### config.mk
export PLATFORM = sky130hd
export DESIGN_NAME = tmds_decoder
export DESIGN_NICKNAME = d
export VERILOG_FILES = /design/src/rtl/tmds_decoder.sv
export SDC_FILE = /design/constraint.sdc
export NUM_CORES = 1
export LEC_CHECK = 0
export ABC_AREA = 0
export CELL_PAD_IN_SITES_DETAIL_PLACEMENT = 1
export CELL_PAD_IN_SITES_GLOBAL_PLACEMENT = 2
export CORE_UTILIZATION = 36
export DETAILED_ROUTE_END_ITERATION = 12
export PLACE_DENSITY_LB_ADDON = 0.3
export SLEW_MARGIN = 10
export SYNTH_ARGS = -nofsm -noshare
export SYNTH_HDL_FRONTEND = slang
export SYNTH_SLANG_ARGS = --single-unit
### constraint.sdc
create_clock -name pixclk -period 2.4 [get_ports pixclk]
set_input_delay 0.48 -clock pixclk [delete_from_list [all_inputs] [get_ports pixclk]]
set_output_delay 0.48 -clock pixclk [all_outputs]
set_load 0.03 [all_outputs]
### src/rtl/tmds_decoder.sv
`timescale 1ns/1ps
// tmds_decoder
// Receive-side TMDS channel decoder. It takes one 10-bit symbol per pixclk from the
// per-channel deserializer. It recovers video data, control data and data-enable, and it
// aligns the symbol boundary using control tokens. While unaligned it asks the
// deserializer to slip one bit.
//
// Ports
//   pixclk   in   1   pixel clock, rising edge
//   rst_n    in   1   synchronous reset, active low
//   TMDS_in  in   10  received symbol, bit 9 is the encoder's inversion flag
//   VD       out  8   decoded video data
//   CD       out  2   decoded control data {vsync,hsync}
//   VDE      out  1   video data enable
//   locked   out  1   word alignment achieved
//   bitslip  out  1   one-cycle request to shift deserializer alignment by one bit
module tmds_decoder #(
  parameter int LOCK_COUNT     = 8,
  parameter int SEARCH_TIMEOUT = 2048,
  parameter int SLIP_HOLDOFF   = 16,
  parameter int LOSS_TIMEOUT   = 4096
) (
  input  logic       pixclk,
  input  logic       rst_n,
  input  logic [9:0] TMDS_in,
  output logic [7:0] VD,
  output logic [1:0] CD,
  output logic       VDE,
  output logic       locked,
  output logic       bitslip
);

  localparam int TOK_W  = $clog2(LOCK_COUNT + 1);
  localparam int IDLE_W = $clog2(SEARCH_TIMEOUT + 1);
  localparam int HOLD_W = $clog2(SLIP_HOLDOFF + 1);
  localparam int LOSS_W = $clog2(LOSS_TIMEOUT + 1);

  localparam logic [TOK_W-1:0]  TOK_LAST  = TOK_W'(LOCK_COUNT - 1);
  localparam logic [IDLE_W-1:0] IDLE_LAST = IDLE_W'(SEARCH_TIMEOUT - 1);
  localparam logic [HOLD_W-1:0] HOLD_LAST = HOLD_W'(SLIP_HOLDOFF - 1);
  localparam logic [LOSS_W-1:0] LOSS_LAST = LOSS_W'(LOSS_TIMEOUT - 1);

  typedef enum logic [1:0] {
    SEARCH  = 2'd0,
    HOLDOFF = 2'd1,
    LOCKED  = 2'd2
  } state_t;

  state_t            state;
  logic [TOK_W-1:0]  tok_cnt;
  logic [IDLE_W-1:0] idle_cnt;
  logic [HOLD_W-1:0] hold_cnt;
  logic [LOSS_W-1:0] loss_cnt;

  logic       is_token;
  logic [1:0] tok_cd;
  logic [7:0] q;
  logic [7:0] dec_vd;

  logic       s1_token;
  logic [1:0] s1_cd;
  logic [7:0] s1_vd;

  logic       lock_next;

  // Classify the incoming symbol and decode it as data in parallel. Tokens are an exact
  // 10-bit match only. The data path first undoes the optional inversion (bit 9). Then it
  // undoes the XOR/XNOR chain, which bit 8 selects.
  always_comb begin
    is_token = 1'b1;
    tok_cd   = 2'b00;
    q        = 8'h00;
    dec_vd   = 8'h00;
    case (TMDS_in)
      10'b1101010100: tok_cd = 2'b00;
      10'b0010101011: tok_cd = 2'b01;
      10'b0101010100: tok_cd = 2'b10;
      10'b1010101011: tok_cd = 2'b11;
      default:        is_token = 1'b0;
    endcase
    q         = TMDS_in[9] ? ~TMDS_in[7:0] : TMDS_in[7:0];
    dec_vd[0] = q[0];
    for (int i = 1; i < 8; i++) begin
      dec_vd[i] = TMDS_in[8] ? (q[i] ^ q[i-1]) : ~(q[i] ^ q[i-1]);
    end
  end

  // Stage 1: register the classification and the decoded data. Both the FSM and the
  // output stage work from these registered values, which keeps them in step.
  always_ff @(posedge pixclk) begin
    if (!rst_n) begin
      s1_token <= 1'b0;
      s1_cd    <= 2'b00;
      s1_vd    <= 8'h00;
    end else begin
      s1_token <= is_token;
      s1_cd    <= tok_cd;
      s1_vd    <= dec_vd;
    end
  end

  // Lock state that the coming edge will establish. The FSM and the output gate both use
  // this one signal. As a result, locked and the gated outputs always change on the same
  // edge. A token seen in LOCKED always keeps lock, so a token beats a coincident loss
  // timeout.
  always_comb begin
    lock_next = 1'b0;
    case (state)
      SEARCH:  lock_next = s1_token && (tok_cnt >= TOK_LAST);
      LOCKED:  lock_next = s1_token || (loss_cnt < LOSS_LAST);
      default: lock_next = 1'b0;
    endcase
  end

  // Word-alignment FSM. SEARCH counts consecutive tokens toward lock, and it counts idle
  // cycles toward a bitslip request. HOLDOFF gives the deserializer time to settle after
  // a slip. LOCKED watches for prolonged token absence. Every counter increment is
  // bounded by its terminal compare, so no counter can wrap. bitslip defaults low every
  // cycle, so it is only ever a single-cycle pulse. Reset also kills any pulse.
  always_ff @(posedge pixclk) begin
    if (!rst_n) begin
      state    <= SEARCH;
      tok_cnt  <= '0;
      idle_cnt <= '0;
      hold_cnt <= '0;
      loss_cnt <= '0;
      locked   <= 1'b0;
      bitslip  <= 1'b0;
    end else begin
      bitslip <= 1'b0;
      locked  <= lock_next;
      case (state)
        SEARCH: begin
          if (s1_token) begin
            idle_cnt <= '0;
            if (lock_next) begin
              state    <= LOCKED;
              tok_cnt  <= '0;
              loss_cnt <= '0;
            end else if (tok_cnt < TOK_LAST) begin
              tok_cnt <= tok_cnt + 1'b1;
            end
          end else begin
            tok_cnt <= '0;
            if (idle_cnt >= IDLE_LAST) begin
              bitslip  <= 1'b1;
              state    <= HOLDOFF;
              idle_cnt <= '0;
              hold_cnt <= '0;
            end else begin
              idle_cnt <= idle_cnt + 1'b1;
            end
          end
        end
        HOLDOFF: begin
          if (hold_cnt >= HOLD_LAST) begin
            state    <= SEARCH;
            hold_cnt <= '0;
            idle_cnt <= '0;
            tok_cnt  <= '0;
          end else begin
            hold_cnt <= hold_cnt + 1'b1;
          end
        end
        LOCKED: begin
          if (s1_token) begin
            loss_cnt <= '0;
          end else if (!lock_next) begin
            state    <= SEARCH;
            loss_cnt <= '0;
            tok_cnt  <= '0;
            idle_cnt <= '0;
          end else begin
            loss_cnt <= loss_cnt + 1'b1;
          end
        end
        default: begin
          state    <= SEARCH;
          tok_cnt  <= '0;
          idle_cnt <= '0;
          hold_cnt <= '0;
          loss_cnt <= '0;
        end
      endcase
    end
  end

  // Stage 2: output registers. Everything is forced to zero whenever the edge leaves us
  // unlocked. CD is only updated by tokens, so it holds across data periods.
  always_ff @(posedge pixclk) begin
    if (!rst_n) begin
      VD  <= 8'h00;
      CD  <= 2'b00;
      VDE <= 1'b0;
    end else if (!lock_next) begin
      VD  <= 8'h00;
      CD  <= 2'b00;
      VDE <= 1'b0;
    end else if (s1_token) begin
      VD  <= 8'h00;
      CD  <= s1_cd;
      VDE <= 1'b0;
    end else begin
      VD  <= s1_vd;
      VDE <= 1'b1;
    end
  end

endmodule

==> metrics list <==
- The run finished with clean final reports.
- The number of antenna violations at the first check in global routing is 0.
* Clock buffer count from CTS: 9
* Relative slew margins: 0.323
* GRT Overall Usage: 0.175
- Share of synthesized registers carrying an async set or reset: 0
* Die ar.: 8150 sq um
- The H-tree generated during clock tree synthesis spans 3 levels.
- The number of cells on the worst reg-to-reg path is 7.
- Entering global routing, the biggest net connects 21 pins.
* Antenna-violating nets left: 0
- Portion of the clock cycle consumed by the worst path in the final layout: 0.949
- Using the TritonRoute via totals, the vias-per-cell ratio works out to 5.35.
* Top-level I/O count: 25
- Across the run, the number of max-cap violations was 0.
- Leading cell type in the layout, fill and taps excluded: dfxtp_1
- Area of the mapped netlist: 2810 sq um
- Counting flops with a built-in enable in the synthesized netlist gives 0.
* Endpoint class of the critical path: flop
- Initial cell density of the core: 0.379
* Detailed placement HPWL: 4.71 mm
- The worst path in the final design needs a cycle of 2.28 ns, including I/O delays and setup.
- Along the worst hold path, the cell count comes to 1.
- Setup repair after global routing missed its margin: yes
- Total power of the final layout: 2.02 mW
* Worst path bufs/invs: 0
- Of all nets on the critical path, the largest fanout is 6.
- The number of nets handed over by synthesis was 316.
- Most used DFF post-synth: dfxtp_1
* Count of unique library cells instantiated by Yosys: 58
- In the final layout, the share of cells above drive strength 1 is 0.122.
- Fmax: 439 MHz
* Critical Path Start Type: flop
- For this block, wires on met1 add up to 3.42 mm.
- For the pin with the worst max-slew slack, the measured transition is 1.02 ns.
- Post-CTS Setup Repair Bufs: 0
* Total number of placement rows: 31
* Pre-Repair DR Iteration Count: 4
- 0 antenna diodes ended up in the layout.
- Data on the critical path arrives at its endpoint at 2.54 ns.
* Register bit total from synthesis: 60
- Final setup violation count: 0
- The largest total area in the synthesized netlist belongs to dfxtp_1.
- Cell types with the largest area share after synthesis: dfxtp_1 (43%), xor2_1 (4.1%), nand3_1 (3.0%)
- Clock skew after layout: 0.00777 ns
- The first global-routing pass estimated 11.5 mm of wire.
* Synthesis Warnings: 0
* Post-synthesis area per instance: 9.38 sq um
* Total met3 wirelength after detailed routing: 118 um
* Area added between synthesis and finish: 19.2%
* Horizontal die dimension: 90.3 um
* Nets: 347
* Met2 wirelength from detailed routing: 3.17 mm
- Counting buffers and inverters, the worst setup path is 7 cells deep.
- Share of the synthesized area in the top cell type: 0.428
* Sequential-to-total area share from yosys stat: 0.428
- In this run the worst hold path is classified as flop to flop.
* Critical path class: flop to flop
- Cells after Synth: 299
- Count of final max-slew check failures: 0
- Detailed-route wire length: 6.79 mm
- The finished layout holds 434 standard cells, fillers aside.
- Worst Path Required: 2.66 ns
- Commonest cells after routing, fill and taps aside: dfxtp_1 (60), clkdlybuf4s50_1 (24), nor2_1 (21), nand3_1 (17), nand2_1 (17)
- After global routing the overflow that remains totals 0.
- In this run the top signal layer used is met4.
- After clock tree synthesis, the clock-pin slew on the worst setup and hold paths is 0.07 ns.
* Placed insts: 417
- The number of hold-slack violations in the final timing report is 0.
- Clock sink count: 60
* Slowest cell delay on critical path: 0.53 ns
- Number of port buffers: 24
- Cell with the most instances on the worst path: ha_1
- Worst vdd ir: 0.414 mV
* Leakage power of the design: 1.22 nW
* Maximum count of clock buffers along a single path: 2
- Insertion delay to the later sink of the worst-skew pair: 0.34 ns
* # DRC: 0
- Across all layers, the routed design uses 2321 vias.
- Final estimated routing congestion in global placement: 0.740
- Floorplan die height: 90.3 um
- Core Region: 7410 sq um
- Ordered list of cells on the worst path: ha_1 > and3_1 > ha_1 > or4b_4 > o22ai_4 > a22oi_1 > o221ai_1
- Grouping stages by cell kind, the critical path spends the most delay in simple AND/OR/NAND/NOR gates.
- The tree is rooted in a clkbuf_8.
- Cell at the slowest stage of the critical path: or4b_4
- For this design the ratio of total power to cell area is 603 nW/um^2.
* First DRT Iteration DRCs: 94
- Vias in the first global route: 2339
- Routed length per instance: 15.6 um
- TritonCTS built the clock tree.
## Yosys cell counts, drive strengths merged (5+ instances only)
library cell and number:
a211oi 11, a21oi 5, a31oi 5, and2 13, and4 7, buf 7
clkbuf 7, dfxtp 60, ha 5, inv 16, mux2i 5, nand2 18
nand3 17, nand4 7, nor2 22, nor3 9, o211ai 5, o21ai 10
or3 6, xor2 13
## final cells by class
| class | instances | area (sq um) |
|---|---|---|
| sequential | 60 | 1200 |
| clock buffer | 10 | 128 |
| inverter | 16 | 60.1 |
| tap | 99 | 124 |
| timing repair buffer | 33 | 308 |
| clock inverter | 6 | 63.8 |
| multi-input combinational | 210 | 1460 |
| fill | 858 | 4070 |
## logic make-up (layout without fill, tap and decap cells)
| family | Yosys count | after routing | synth area share |
|---|---|---|---|
| buffers and inverters | 30 | 65 | 0.0571 |
| adders and majority gates | 5 | 5 | 0.0223 |
| DFF | 60 | 60 | 0.428 |
| AOI/OAI and AO/OA | 64 | 65 | 0.174 |
| xor gates and xnor gates | 16 | 16 | 0.0500 |
| muxes | 5 | 5 | 0.0178 |
| and+or+nand+nor | 119 | 119 | 0.251 |
## registers in the layout, summed over array words and instances (netlist names)
register and flops:
CD 2, VD 8, VDE 1, bitslip 1, hold_cnt 5, idle_cnt 12, locked 1, loss_cnt 13
s1_cd 2, s1_token 1, s1_vd 8, state 2, tok_cnt 4
## metrics by stage
step	utilization	instance area [sq um]	setup TNS, ns	hold WS [ns]	setup WS [ns]
after detailed placement	0.423	3140	0	0.413	0.141
after CTS	0.449	3330	0	0.425	0.126
after floorplan	-	2810	0	0.406	0.336
after global placement	0.423	3140	0	0.408	0.199
after global routing	0.451	3340	-0.00674	0.443	-0.00425
final	0.451	3340	0	0.423	0.122
## per-layer routing
layer	global-route usage	vias to the layer above
met5	0	-
met4	0.0645	0
met3	0.0379	6
met2	0.279	15
met1	0.233	1125
li1	-	1175
## final timing paths
kind                            slack (ns)     endpoint        start
worst max-delay path                  0.12  idle_cnt[5]  hold_cnt[0]
worst min-delay path                  0.42        VD[5]     s1_vd[5]
worst max register to register        0.12  idle_cnt[5]  hold_cnt[0]
worst min register to register        0.42        VD[5]     s1_vd[5]
## what timing repair did
| action | CTS | global route |
|---|---|---|
| gates resized for setup | 0 | 1 |
| hold buffers | 0 | 0 |
| endpoints found under the setup margin | 0 | 8 |
## power by group
| group | total [mW] | switching (mW) | internal, mW |
|---|---|---|---|
| combinational | 0.0952 | 0.0514 | 0.0438 |
| sequential | 1.02 | 0.00784 | 1.01 |
| clock | 0.899 | 0.419 | 0.479 |
| total | 2.02 | 0.479 | 1.54 |
Note: power is estimated with default switching activity, not from simulation.
